<file path="config.mk">
export PLATFORM = sky130hd
export DESIGN_NAME = ping_pong_ctrl
export DESIGN_NICKNAME = d
export VERILOG_FILES = /design/src/rtl/ping_pong_ctrl.sv
export SDC_FILE = /design/constraint.sdc
export NUM_CORES = 1
export LEC_CHECK = 0
export CORE_MARGIN = 4
export CORE_UTILIZATION = 57
export DETAILED_ROUTE_END_ITERATION = 8
export HOLD_SLACK_MARGIN = 0.02
export PLACE_DENSITY = 0.81
export SYNTH_ARGS = -nofsm -noshare
export SYNTH_HDL_FRONTEND = slang
export SYNTH_SLANG_ARGS = --single-unit
</file>
<file path="constraint.sdc">
create_clock -name sys_clk -period 5.5 [get_ports sys_clk]
set_clock_uncertainty 0.05 [all_clocks]
set_input_delay 1.1 -clock sys_clk [delete_from_list [all_inputs] [get_ports sys_clk]]
set_output_delay 1.1 -clock sys_clk [all_outputs]
set_load 0.01 [all_outputs]
</file>
<file path="src/rtl/ping_pong_ctrl.sv">
// ping_pong_ctrl
//   Sequences a two-bank ping-pong buffer held in one simple dual-port RAM of
//   2*DEPTH words. The bank is selected by the RAM address MSB. The producer
//   fills the write bank while the consumer drains the read bank. Banks are
//   handed over on completion (last address or flush) and on full drain.
//
// Ports
//   sys_clk, sys_rst_n        clock, async active-low reset
//   wr_en/wr_data/wr_flush    producer request, data, commit of partial bank
//   wr_ready, wr_drop         write bank can accept / refused-request pulse
//   rd_en                     consumer read request
//   rd_avail                  read bank holds committed data
//   rd_valid, rd_last         RAM read data valid / last word of the bank
//   mem_wr_*                  registered RAM write port
//   mem_rd_en, mem_rd_addr    registered RAM read port (1-cycle RAM latency)
//   bank_full, wr_bank, rd_bank  per-bank status and current bank selects
module ping_pong_ctrl #(
    parameter int ADDR_W = 7,
    parameter int DATA_W = 8
) (
    input  logic              sys_clk,
    input  logic              sys_rst_n,
    input  logic              wr_en,
    input  logic [DATA_W-1:0] wr_data,
    input  logic              wr_flush,
    output logic              wr_ready,
    output logic              wr_drop,
    input  logic              rd_en,
    output logic              rd_avail,
    output logic              rd_valid,
    output logic              rd_last,
    output logic              mem_wr_en,
    output logic [ADDR_W:0]   mem_wr_addr,
    output logic [DATA_W-1:0] mem_wr_data,
    output logic              mem_rd_en,
    output logic [ADDR_W:0]   mem_rd_addr,
    output logic [1:0]        bank_full,
    output logic              wr_bank,
    output logic              rd_bank
);

    logic              r_wr_bank;
    logic [ADDR_W-1:0] r_wr_ptr;
    logic              r_rd_bank;
    logic [ADDR_W-1:0] r_rd_ptr;
    logic [1:0]        r_bank_full;
    logic [ADDR_W:0]   r_bank_len [2];
    logic              r_rd_last_tag;

    logic              w_wr_ready;
    logic              w_rd_avail;
    logic              w_wr_acc;
    logic              w_rd_acc;
    logic [ADDR_W:0]   w_wr_cnt;
    logic              w_wr_commit;
    logic              w_rd_done;
    logic [1:0]        w_bank_full_nxt;

    // Qualified by reset so every output reads 0 while reset is asserted.
    assign w_wr_ready = sys_rst_n & ~r_bank_full[r_wr_bank];
    assign w_rd_avail = sys_rst_n &  r_bank_full[r_rd_bank];

    assign w_wr_acc = wr_en & w_wr_ready;
    assign w_rd_acc = rd_en & w_rd_avail;

    // Words committed if the bank closes this cycle; reaches DEPTH when the
    // last address is written, which makes a full-bank flush identical to a
    // normal completion.
    assign w_wr_cnt    = {1'b0, r_wr_ptr} + {{ADDR_W{1'b0}}, w_wr_acc};
    assign w_wr_commit = w_wr_ready &
                         ((w_wr_acc & (&r_wr_ptr)) |
                          (wr_flush & (w_wr_cnt != '0)));

    assign w_rd_done = ({1'b0, r_rd_ptr} ==
                        (r_bank_len[r_rd_bank] - {{ADDR_W{1'b0}}, 1'b1}));

    // Set and clear can never hit the same bank: set needs !full, clear
    // needs full.
    always_comb begin
        w_bank_full_nxt = r_bank_full;
        if (w_wr_commit)
            w_bank_full_nxt[r_wr_bank] = 1'b1;
        if (w_rd_acc && w_rd_done)
            w_bank_full_nxt[r_rd_bank] = 1'b0;
    end

    always_ff @(posedge sys_clk or negedge sys_rst_n) begin
        if (!sys_rst_n) begin
            r_wr_bank     <= 1'b0;
            r_wr_ptr      <= '0;
            r_rd_bank     <= 1'b0;
            r_rd_ptr      <= '0;
            r_bank_full   <= '0;
            r_bank_len[0] <= '0;
            r_bank_len[1] <= '0;
        end else begin
            r_bank_full <= w_bank_full_nxt;
            if (w_wr_commit) begin
                r_bank_len[r_wr_bank] <= w_wr_cnt;
                r_wr_bank             <= ~r_wr_bank;
                r_wr_ptr              <= '0;
            end else if (w_wr_acc) begin
                r_wr_ptr <= r_wr_ptr + 1'b1;
            end
            if (w_rd_acc) begin
                if (w_rd_done) begin
                    r_rd_bank <= ~r_rd_bank;
                    r_rd_ptr  <= '0;
                end else begin
                    r_rd_ptr <= r_rd_ptr + 1'b1;
                end
            end
        end
    end

    always_ff @(posedge sys_clk or negedge sys_rst_n) begin
        if (!sys_rst_n) begin
            mem_wr_en     <= 1'b0;
            mem_wr_addr   <= '0;
            mem_wr_data   <= '0;
            wr_drop       <= 1'b0;
            mem_rd_en     <= 1'b0;
            mem_rd_addr   <= '0;
            r_rd_last_tag <= 1'b0;
            rd_valid      <= 1'b0;
            rd_last       <= 1'b0;
        end else begin
            mem_wr_en     <= w_wr_acc;
            wr_drop       <= wr_en & ~w_wr_ready;
            if (w_wr_acc) begin
                mem_wr_addr <= {r_wr_bank, r_wr_ptr};
                mem_wr_data <= wr_data;
            end
            mem_rd_en     <= w_rd_acc;
            if (w_rd_acc)
                mem_rd_addr <= {r_rd_bank, r_rd_ptr};
            r_rd_last_tag <= w_rd_acc & w_rd_done;
            // RAM data arrives one cycle after the read strobe.
            rd_valid      <= mem_rd_en;
            rd_last       <= r_rd_last_tag;
        end
    end

    assign wr_ready  = w_wr_ready;
    assign rd_avail  = w_rd_avail;
    assign bank_full = r_bank_full;
    assign wr_bank   = r_wr_bank;
    assign rd_bank   = r_rd_bank;

endmodule
</file>
Word level (Yosys, flattened, before mapping) --
Cells that the tools add are included.
Storage, ports and cells: register bits 64, latch bits 0, bits in writable memories 0, memory bits (read-only) 0, output and inout port bits 35, memories 0
Operators by class: $add $sub $neg 4, $mul 0, divide/modulo/power cells 0, magnitude comparators 7, equal/unequal tests 1, shift-type cells 0, mux-type cells 19, bitwise logic cells 19, reductions and logical operators 8
Operators by type and width (count):
- 8-bit 2-to-1 mux | 4
- 7-bit 2-to-1 mux | 3
- 16-bit bitwise mux | 1
- 7-bit by 1-bit adder with 7-bit output, second input constant | 2
- 1-bit AND | 9
- 7-bit by 1-bit adder with 8-bit output | 1
- 8-bit demux with 1-bit select | 1
- 7-bit by 8-bit equality test with 1-bit output | 1
- 8-bit nonzero test | 1
- 8-bit by 1-bit subtractor with 8-bit output, second input constant | 1
- 7-bit AND reduction | 1
- 1-bit 2-to-1 mux | 6
- 2-bit >= comparator, second input constant | 2
- 1-bit logical AND | 4
- 1-bit by 2-bit less-than comparator with 1-bit output, second input constant | 2
- 2-bit 2-to-1 mux | 2
- 1-bit NOT | 4
- 1-bit NOT with 2-bit output | 2
- 2-bit AND | 1
- 1-bit demux with 1-bit select | 2
- 1-bit >= comparator, second input constant | 2
- 2-bit by 1-bit less-than comparator with 1-bit output, second input constant | 1
- 2-bit NOT | 1
- 2-bit OR | 1
- other kinds (3) | 3

Depth between registers and ports, before layout --
Gate-level depths: netlist of the first run.
depth after elaboration 13, depth in mapped cells 10, mapped depth without buffers 9

Worst setup path after synthesis of the first run --
No wires, ideal clock.
path kind input to register, from input wr_en, to register r_bank_len[10] (netlist name), arrival 3.122 ns, slack 2.204 ns, stages 9, path buffers 0, cells stage by stage and3_1 > and2_2 > ha_1 > xor2_1 > a211o_1 > nor4b_1 > o211ai_1 > nand2_1 > mux2_2
On the way: word-level cells in the longest chain between the ends 6
Ends and longest elaborated chain:
- start, declared | line 23 | input logic wr_en,
- 1-bit AND (*) | line 63 | assign w_wr_acc = wr_en & w_wr_ready;
- 7-bit by 1-bit adder with 8-bit output | line 69 | assign w_wr_cnt = {1'b0, r_wr_ptr} + {{ADDR_W{1'b0}}, w_wr_acc};
- 8-bit nonzero test | line 72 | (wr_flush & (w_wr_cnt != '0)));
- 1-bit AND | line 72
- 1-bit OR | line 71 | ((w_wr_acc & (&r_wr_ptr)) |
- 1-bit AND | line 70 | assign w_wr_commit = w_wr_ready &
- end signal, assigned by index | line 99 | r_bank_len[r_wr_bank] <= w_wr_cnt;
- end, declared | line 47 | logic [ADDR_W:0] r_bank_len [2];
Mark *: on every way between the ends. The rest lies on a longest branch, timed or not. A chain may end at the register's enable or synchronous reset.

Worst setup path after layout of the first run --
from input sys_rst_n, to output rd_avail
On the way: word-level cells in the longest chain between the ends 1
Ends and longest elaborated chain:
- start, declared | line 22 | input logic sys_rst_n,
- 1-bit AND | line 61 | assign w_rd_avail = sys_rst_n & r_bank_full[r_rd_bank];
- end, declared | line 29 | output logic rd_avail,
Every way passes these cells.

==> metrics.txt, run 1 <==
area share of the largest cell type after synthesis 52.7%; total gr overflow 0; Iteration-0 DRC Markers ~90; Hold Path Sink rd_last$_DFF_PN0_; setup TNS 0 ns; ys async rst share 100%; routed length per instance about 16 µm; Unique masters post-synth 44; hold depth 0; Critical R2R Launch wr_bank$_DFFE_PN0N_; Final HPWL DP 4.31 mm; max-cap viol count 0; area added between synthesis and finish 23.7%; post_cts resized 0; clock buffer depth 2; sequential power share between 30% and 40%; Post-CTS Setup Inserts 0; dpl ws 1.47 ns; Slew Limit Fails 0; first-pass GRT wire length ~11 mm; cells on worst reg2reg path 9; placed cells roughly 370; number of global-route vias before repair ~2200; row cnt 26; # diodes 0; Reg2Reg Setup Slack ~2.4 ns; final instance area between 0.003 and 0.004 mm²; DRT Wirelength 6.27 mm; layout net count between 300 and 400; IO Port Bufs 47; Die ar. 0.00656 mm²; CP Launch Type input pin; Synth Instances roughly 260; dpl cell area 0.00354 mm²; CTS sink count 64; sequential area share after synthesis 52.7%; Hold WC Path Type flip-flop to flip-flop; critical-path maximum fanout 26; H-tree Lvls 3; All-Layer GR Usage 21.5%; # hold bufs at CTS 0; static leakage power approximately 1.7 nW; commonest cells in the netlist dfrtp_1 (64), mux2_2 (32), nand2_1 (31), nor2_1 (17), nor3_1 (13); YS warnings 0; Clk network pwr share 23.3%; P_sw between 0.0006 and 0.0007 W; Clk pin slew, worst setup/hold paths 0.07 ns; fin cells 389; Logic pwr share a little under two fifths; Sw Share ~34%; via/cell ratio between 5 and 6; Vias between 2000 and 2500; layout cells sized above 1 approximately 17%; most frequent cell after synthesis dfrtp_1; CP endpoint kind primary output; core area 0.00514 mm²; placer congestion estimate about 0.84; Peak VDD IR roughly 340 µV; Final Setup Violations 0; # DRC 0; Pint roughly 0.0013 W; io pins 48; crit path cell chain buf_2 -> buf_4 -> nor2b_1 -> clkdlybuf4s50_1; critical path data required time ~4.4 ns; EDFF count, synth 0; pwr dens slightly above 500 mW/mm²; filler instances 383; Seq. cell area roughly 0.0016 mm²; Worst Tran Pin Value around 0.8 ns; top cells by area, synth dfrtp_1 (53%), mux2_2 (12%), nand2_1 (3.8%); Fmax 260 MHz; unrepaired setup endpoints after global routing false; final worst-path setup slack approximately 1.6 ns; Final Critical Period 3.85 ns; period utilisation layout around 70%; ys flop type dfrtp_1; Slew HR 46.5%; hold path startpoint r_rd_last_tag$_DFF_PN0_; CP arrival approximately 2.7 ns; average size of a mapped cell roughly 12 µm²; Worst-Skew Late Latency approximately 0.33 ns; Slowest cell on crit path clkdlybuf4s50_1; Root Driver clkbuf_8; drt pass-1 iters 4; CTS tree done; initial antenna violation count 0; Mapped Nets 281; Final Hold Viols 0; Post-DRT Antenna Nets 0; die span in x 81.0 µm; RR Endpoint r_bank_len[13]$_DFFE_PN0P_; CTS Buf Count 9; synthesized flop and latch total 64; Multi-input gate area 0.00136 mm²; mapped cell area between 0.003 and 0.004 mm²; status completed; die height 81.0 µm; CP Class input pin to primary output; Initial Util 59.1%; Worst path max stage delay ~0.57 ns; Fin Hold WS 0.303 ns; Yosys top cell by area dfrtp_1; largest net degree at the start of global routing 29
==> power by group through the flow <==
stage	combinational, W	sequential [W]	clock (W)
after floorplan	0.000459	0.000723	0
after global placement	0.000698	0.000735	0
after detailed placement	0.000713	0.000742	0
after CTS	0.000723	0.000733	0.000448
after global routing	0.000790	0.000755	0.000468
final	0.000716	0.000734	0.000440
==> registers in the layout, summed over array words and instances (netlist names), 2 cells and up <==
register and count:
r_bank_len 16, mem_rd_addr 8, mem_wr_addr 8, mem_wr_data 8, r_rd_ptr 7, r_wr_ptr 7, bank_full 2
==> worst max-delay path: cells and delay by family <==
| kind | cells | cell delay (ns) |
|---|---|---|
| buffers and inverters | 3 | 1.34 |
| and+or+nand+nor | 1 | 0.24 |
==> through the flow <==
| step | utilization [%] | total power, W |
|---|---|---|
| floorplan | - | 0.00118 |
| global placement | 68.9 | 0.00143 |
| detailed placement | 68.9 | 0.00145 |
| CTS | 73.1 | 0.00190 |
| global route | 73.1 | 0.00201 |
| finish | 73.1 | 0.00189 |
==> how the worst max path moves through the flow <==
stage                   start                          to  slack, ns
detailed placement      wr_en  r_bank_len[12]$_DFFE_PN0P_       1.47
global route        sys_rst_n                    rd_avail       1.45
floorplan               wr_en  r_bank_len[10]$_DFFE_PN0P_       2.20
finish              sys_rst_n                    rd_avail       1.65
global placement        wr_en  r_bank_len[13]$_DFFE_PN0P_       1.57
CTS                 sys_rst_n                    rd_avail       1.59
==> cells in the final DEF (no fill, tap or decap), drive strengths merged, types with 2 or more instances in the layout <==
master and instances:
nand2 31, nor2 17, bufinv 2, o211ai 2
nand4 3, a21oi 7, and2 2, xor2 11
xnor2 12, nand3b 2, mux2 32, inv 4
buf 3, ha 4, o21ai 4, nor2b 4
and3 7, dfrtp 64, mux2i 11, clkdlybuf4s50 46
clkbuf 13, nor3 13, nor4 3, nand3 6
==> final cells by class <==
| cell class | instances | area share, % |
|---|---|---|
| sequential | 64 | 42.7 |
| clock inverter | 3 | 1.73 |
| clock buffer | 13 | 3.97 |
| multi-input combinational | 186 | 36.1 |
| tap | 70 | 2.33 |
| timing repair buffer | 49 | 12.8 |
| inverter | 4 | 0.400 |
==> cell families (layout without fill, tap and decap cells) <==
kind of cell / Yosys count / after routing / synth area share [%]
AND/OR/NAND/NOR: 93 / 93 / 15.4
flip-flops: 64 / 64 / 52.7
multiplexers: 43 / 43 / 15.5
AO/OA/AOI/OAI: 23 / 23 / 5.48
XOR/XNOR: 23 / 23 / 6.63
buffers and inverters: 14 / 69 / 2.60
adder cells (fa/ha/maj): 4 / 4 / 1.65
==> metal layers <==
metal	share of wire [%]	track usage, %	wire length, µm	up-vias
met1	46	30.4	2900	1057
met4	1.3	9.97	83	0
met3	6.6	5.43	415	7
met5	0	0	0	-
met2	46	31.0	2870	63
li1	-	-	-	1026
Power figures use the tool's default switching activity.
==> inputs of run 2 (changes only) <==
--- a/config.mk
+++ b/config.mk
@@ -6,10 +6,10 @@
 export NUM_CORES = 1
 export LEC_CHECK = 0
 export CORE_MARGIN = 4
-export CORE_UTILIZATION = 57
+export CORE_UTILIZATION = 48
 export DETAILED_ROUTE_END_ITERATION = 8
 export HOLD_SLACK_MARGIN = 0.02
-export PLACE_DENSITY = 0.81
+export PLACE_DENSITY = 0.72
 export SYNTH_ARGS = -nofsm -noshare
 export SYNTH_HDL_FRONTEND = slang
 export SYNTH_SLANG_ARGS = --single-unit
==> constraint.sdc (replaced) <==
create_clock -name sys_clk -period 3.1 [get_ports sys_clk]
set_clock_uncertainty 0.05 [all_clocks]
set_input_delay 0.62 -clock sys_clk [delete_from_list [all_inputs] [get_ports sys_clk]]
set_output_delay 0.62 -clock sys_clk [all_outputs]
set_load 0.01 [all_outputs]
==> run 2 against run 1 <==
Worst setup slack got worse by 1.5 ns; first-iteration DRC count rose by 2.2%; largest cell class unchanged; routed wire length rose by 0.72%; sequential power rose by 72%; design area rose by 2.8%; combinational power rose by 98%; flip-flop and latch count did not move; register-to-register slack got worse by 2.0 ns; clock-buffer cell count fell by 1; die area rose by 17%; global-route usage fell by 3.7 points; total power rose by 74%.
==> metrics.txt, run 2 (synthesized netlist as in run 1, its figures left out) <==
status completed; drt pass-1 iters 4 (unchanged); filler instances 502 (+31%); commonest non-fill, non-tap cell in the layout dfrtp_1; final worst-path setup slack 0.109 ns (-1.54 ns); CTS sink count 64 (unchanged); first-pass GRT wire length 10.6 mm (-0.90%); max reg flops 16 (unchanged); core area 0.00603 mm² (+17%); capture point of the critical path r_bank_len[11]$_DFFE_PN0P_; # DRC 0 (unchanged); static leakage power 1.80 nW (+4.4%); Clk pin slew, worst setup/hold paths 0.06 ns (about the same); unrepaired setup endpoints after global routing true; Vias 2148 (-0.23%); IO Port Bufs 47 (unchanged); crit path cell chain clkdlybuf4s50_1 -> and3_1 -> and2_2 -> ha_1 -> xor2_1 -> a211o_1 -> nor4b_4 -> o211ai_1 -> nand2_1 -> buf_12 -> mux2_2; DRT Wirelength 6.31 mm (+0.72%); layout cells sized above 1 21.1% (+3.9 points); Power Total 0.00330 W (+74%); CP endpoint kind flip-flop; largest net degree at the start of global routing 41 (+41%); CP Class input pin to flip-flop; critical path data required time 3.26 ns (-1.09 ns); Critical path origin wr_en; total gr overflow 0 (unchanged); die span in x 87.5 µm (+8.1%); Slowest cell on crit path clkdlybuf4s50_1; Most flops, register r_bank_len; Hold WC Path Type flip-flop to flip-flop; Peak VDD IR 558 µV (+65%); Slew Limit Fails 0 (unchanged); CP Launch Type input pin; Worst Tran Pin Value 0.498 ns (-0.303 ns); row cnt 28 (+7.7%); Initial Util 50.4% (-8.7 points); Fin Hold WS 0.304 ns (+0.00179 ns); H-tree Lvls 3 (unchanged); via/cell ratio 5.29 (-4.4%); Worst path max stage delay 0.44 ns (-0.13 ns); Final Critical Period roughly 3.0 ns; Die ar. 0.00766 mm² (+17%); initial antenna violation count 0 (unchanged); hold path startpoint r_rd_last_tag$_DFF_PN0_; # diodes 0 (unchanged); max-cap viol count 0 (unchanged); Post-DRT Antenna Nets 0 (unchanged); number of global-route vias before repair 2238 (+1.0%); Reg2Reg Setup Slack 0.36 ns (-2.02 ns); routed length per instance 15.6 µm (-3.5%); io pins 48 (unchanged); commonest non-fill, non-tap cells in the layout dfrtp_1 (64), clkdlybuf4s50_1 (46), mux2_2 (32); layout net count 346 (+4.5%); pwr dens 854 mW/mm² (+70%); period utilisation layout between 90 and 100%; Slew HR 66.8% (+20 points); RR Endpoint r_bank_len[0]$_DFFE_PN0P_; Fmax ~330 MHz; cells on worst reg2reg path 10 (+1); Final HPWL DP 4.59 mm (+6.5%); All-Layer GR Usage 17.8% (-3.7 points); Multi-input gate area 0.00137 mm² (+1.1%); clock buffer depth 2 (unchanged); placer congestion estimate 0.867 (+3.0%); die height 87.5 µm (+8.1%); area added between synthesis and finish 27.1%; Worst-Skew Late Latency 0.34 ns (about the same); dpl ws -0.336 ns (-1.80 ns); Root Driver clkbuf_8; CTS tree done; CP arrival 3.15 ns (+0.45 ns); Final Setup Violations 0 (unchanged); Final Hold Viols 0 (unchanged); Critical R2R Launch wr_bank$_DFFE_PN0N_; critical-path maximum fanout 8 (-69%); Seq. cell area 0.00160 mm² (unchanged); CTS Buf Count 9 (unchanged); Iteration-0 DRC Markers 93 (+2.2%)
-- run 2: what timing repair did --
item,in CTS,in global routing
buffers inserted,0,1
endpoints found under the hold margin,0,0
hold buffers,0,0
setup endpoints to repair,0,24
resized for setup,0,2
-- run 2: final cells by class --
class,instances,area share [%]
timing repair buffer,64,16.0
clock buffer,12,4.02
inverter,4,0.389
clock inverter,1,0.130
sequential,64,41.5
multi-input combinational,186,35.5
tap,75,2.43
-- run 2: how the worst min path moves through the flow --
stage,cells after the start,to
6_report,0,rd_last$_DFF_PN0_
5_1_grt,0,rd_last$_DFF_PN0_
4_1_cts,0,rd_last$_DFF_PN0_
3_5_place_dp,0,rd_last$_DFF_PN0_
3_3_place_gp,0,rd_last$_DFF_PN0_
2_1_floorplan,0,bank_full[0]$_DFF_PN0_
-- run 2: critical path: cells and delay by family --
kind,cells,cell delay [ns]
AOI/OAI and AO/OA,2,0.43
xor gates and xnor gates,1,0.16
adders and majority gates,1,0.22
buffers and inverters,2,0.57
muxes,1,0.32
and+or+nand+nor,4,0.82
-- run 2: per-stage QoR --
| stage | util (%) | cells | setup TNS [ns] | instance area (µm²) |
|---|---|---|---|---|
| 2_1_floorplan | - | 264 | 0 | 3040 |
| 3_3_place_gp | 60.8 | 392 | -3.79 | 3660 |
| 3_5_place_dp | 60.8 | 392 | -7.02 | 3660 |
| 4_1_cts | 63.5 | 405 | 0 | 3820 |
| 5_1_grt | 64.1 | 406 | -0.124 | 3860 |
| 6_report | 64.1 | 406 | 0 | 3860 |
-- run 2: report_power, final --
part           total [W]  internal (W)  switching, W  leakage, nW
Sequential       0.00126       0.00106      0.000206        0.836
Combinational    0.00142      0.000779      0.000641        0.882
Clock           0.000613      0.000320      0.000293       0.0842
Total            0.00330       0.00216       0.00114         1.80
-- run 2: layer usage --
metal / share of wire (%) / vias to the layer above / wire [µm] / global-route usage [%]
met3: 5.8 / 9 / 365 / 6.59
li1: - / 1046 / - / -
met4: 1.2 / 0 / 78 / 5.72
met2: 46 / 53 / 2900 / 27.1
met1: 47 / 1040 / 2970 / 23.9
met5: 0 / - / 0 / 0
==> inputs of run 3 (changes only) <==
--- a/config.mk
+++ b/config.mk
@@ -5,6 +5,7 @@
 export SDC_FILE = /design/constraint.sdc
 export NUM_CORES = 1
 export LEC_CHECK = 0
+export ABC_CLOCK_PERIOD_IN_PS = 3100
 export CORE_MARGIN = 4
 export CORE_UTILIZATION = 48
 export DETAILED_ROUTE_END_ITERATION = 8
==> results of run 3 <==
Same layout as run 2: the final DEF is identical, and so are final timing and power.
==> variant (flow settings as in run 3) <==
`DATA_W`: 8 -> 6.
--- a/src/rtl/ping_pong_ctrl.sv
+++ b/src/rtl/ping_pong_ctrl.sv
@@ -17,5 +17,5 @@
 module ping_pong_ctrl #(
     parameter int ADDR_W = 7,
-    parameter int DATA_W = 8
+    parameter int DATA_W = 6
 ) (
     input  logic              sys_clk,
Ports: changed (resized mem_wr_data and wr_data); port bits go from 48 to 44. No check against the original RTL was run, so the function may have changed too.
==> variant against run 3 <==
- global-route usage is 1.1 points higher
- wire length is 0.52% lower
- setup slack better by 0.0039 ns
- synthesized area is 2.1% lower
- register-to-register slack worse by 0.13 ns
- power hardly changed
- via count is 1.9% lower
- sequential cell count is 2 lower
- design area hardly changed
- fmax is 0.13% higher
==> variant: results (changes against run 3) <==
clock_network:
  ctsHtreeMaxLevel: 3  # unchanged
  insertion_delay_ns: 0.34  # about the same
  cts_made_buffers: 9  # unchanged
  postCtsSetupRepairBufs: 0  # unchanged
  path_clk_slew_ns: 0.07
  cts_buffer_depth: 2  # unchanged
timing:
  hold_slack_ns: 0.3124  # was 0.3044 ns
  setup_viol: 0  # unchanged
  slew_headroom: 0.6730  # was 0.6678
routing:
  drt_first_pass_iters: 4  # unchanged
  wire_per_inst_um: 15.74  # was 15.55 um
  drt_iter0_markers: 98  # was 93
  drt-met1-wl_um: 2888  # was 2967 um
  vias: 2107  # was 2,148
  wl_met2_um: 2906  # was 2901 um
  wl_met3_um: 296  # was 365 um
synth:
  yosys-top-cells-area: "dfrtp_1, mux2_2, nand2_1"  # unchanged
  async_flop_share: 1.000  # unchanged
  synthTopCellsByCount: "dfrtp_1, nand2_1, mux2_2, nor2_1, xor2_1"  # was dfrtp_1, mux2_2, nand2_1, nor2_1, nor3_1
  syn_nets: 273  # was 281
  yosys_warnings: 0  # unchanged
  synthDistinctLibCells: 46  # was 44
  ys_seq_area_frac: 0.5217  # was 0.5274
hold_path:
  hold-path-endpoint: "rd_last$_DFF_PN0_"  # unchanged
  hold_class: "register to register"  # unchanged
  min_path_cells: 0  # unchanged
outcome:
  status: "complete, no violations"  # unchanged
place:
  hpwl_um: 4560  # was 4595 um
  routabilityCongestion: 0.7574  # was 0.8669
  io_buffers: 43  # was 47
critical_path:
  reg2reg_to: "r_bank_len[4]$_DFFE_PN0P_"  # was r_bank_len[0]$_DFFE_PN0P_
  crit_arrival_ns: 3.16  # was 3.15 ns
  r2r_slack_ns: 0.23  # was 0.36 ns
  path_max_fanout: 9  # was 8
  rr_worst_depth: 10  # unchanged
global_routing:
  grt_max_degree: 36  # was 41
  track_usage: 0.1896  # was 0.1783
  grt_antenna_before_repair: 0  # unchanged
  grt_pass1_wl_um: 11010  # was 10,610 um
  grt_pass1_vias: 2210  # was 2,238
power:
  leakagePower_nw: 1.816  # was 1.802 nW
  ir_worst_vdd_uv: 483.1  # was 558.0 uV
finish:
  diodes: 0  # unchanged
  layout-drive-gt1-share: 0.2438  # was 0.2115
  reg_top3: "r_bank_len x16, mem_rd_addr x8, mem_wr_addr x8"
  nets: 334  # was 346
-- variant: changes by cell type after synthesis, sizes merged, moves of 3 or more --
cell / before / now
nand2: 31 / 36
o21ai: 4 / 7
nand3: 6 / 9
nor2: 17 / 14
and3: 7 / 3
-- variant: final cells by class --
class	instances	area [um^2]
repair buffers	60	553.0
multi-input cells	183	1418
clock inverters	3	65.06
clock buffers	13	168.9
well taps	75	93.84
flip-flops and latches	62	1553
inverters	3	11.26
fillers	468	2093
-- variant: worst max-delay path by stage --
stage                                            to  cells past startpoint
after floorplan           r_bank_len[0]$_DFFE_PN0P_                     12
after global placement    r_bank_len[5]$_DFFE_PN0P_                     11
after detailed placement  r_bank_len[4]$_DFFE_PN0P_                     11
after CTS                 r_bank_len[4]$_DFFE_PN0P_                     11
after global routing      r_bank_len[2]$_DFFE_PN0P_                     11
final                     r_bank_len[4]$_DFFE_PN0P_                     11
-- variant: report_power, final --
| group | switching [mW] | internal (mW) |
|---|---|---|
| combinational | 0.580 | 0.681 |
| clock | 0.313 | 0.518 |
| sequential | 0.193 | 1.01 |
| total | 1.09 | 2.21 |
-- variant: cell families (layout without fill, tap and decap cells) --
| logic type | count (synthesis) | in the layout | share of synthesized area |
|---|---|---|---|
| adders and majority gates | 4 | 4 | 0.01683 |
| muxes | 41 | 41 | 0.1523 |
| DFF | 62 | 62 | 0.5217 |
| and+or+nand+nor | 94 | 94 | 0.1696 |
| AOI/OAI and AO/OA | 21 | 21 | 0.04754 |
| buffers and inverters | 13 | 79 | 0.02188 |
| xor gates and xnor gates | 23 | 23 | 0.07026 |
-- variant: critical path, stage by stage --
cell and delay [ns]:
clkdlybuf4s50_1 0.49, nand2_2 0.08, nor2_4 0.11, and2_4 0.15, ha_4 0.14, nand3_2 0.09, xnor2_2 0.17, a2111o_1 0.34
or4_4 0.48, nand3_4 0.18, mux2_4 0.32
-- variant: per-layer routing --
layer	global-route usage	up-vias
met2	0.2886	48
met3	0.05323	16
li1	-	1020
met4	0.08499	0
met1	0.2518	1023
met5	0	-
-- variant: what timing repair did --
item | 4_1_cts | 5_1_grt
gates resized for setup | 0 | 1
endpoints found under the setup margin | 0 | 11
hold endpoints to repair | 0 | 0
-- variant: through the flow --
stage / total power, mW / std cells / setup slack (ns) / instance area, um^2 / util
CTS: 3.324 / 399 / 0.06874 / 3860 / 0.6481
global route: 3.512 / 399 / 0.005248 / 3862 / 0.6485
floorplan: 1.998 / 258 / -0.03038 / 3040 / -
global placement: 2.440 / 383 / -0.2411 / 3626 / 0.6088
detailed placement: 2.485 / 383 / -0.2927 / 3626 / 0.6088
finish: 3.300 / 399 / 0.1129 / 3862 / 0.6485
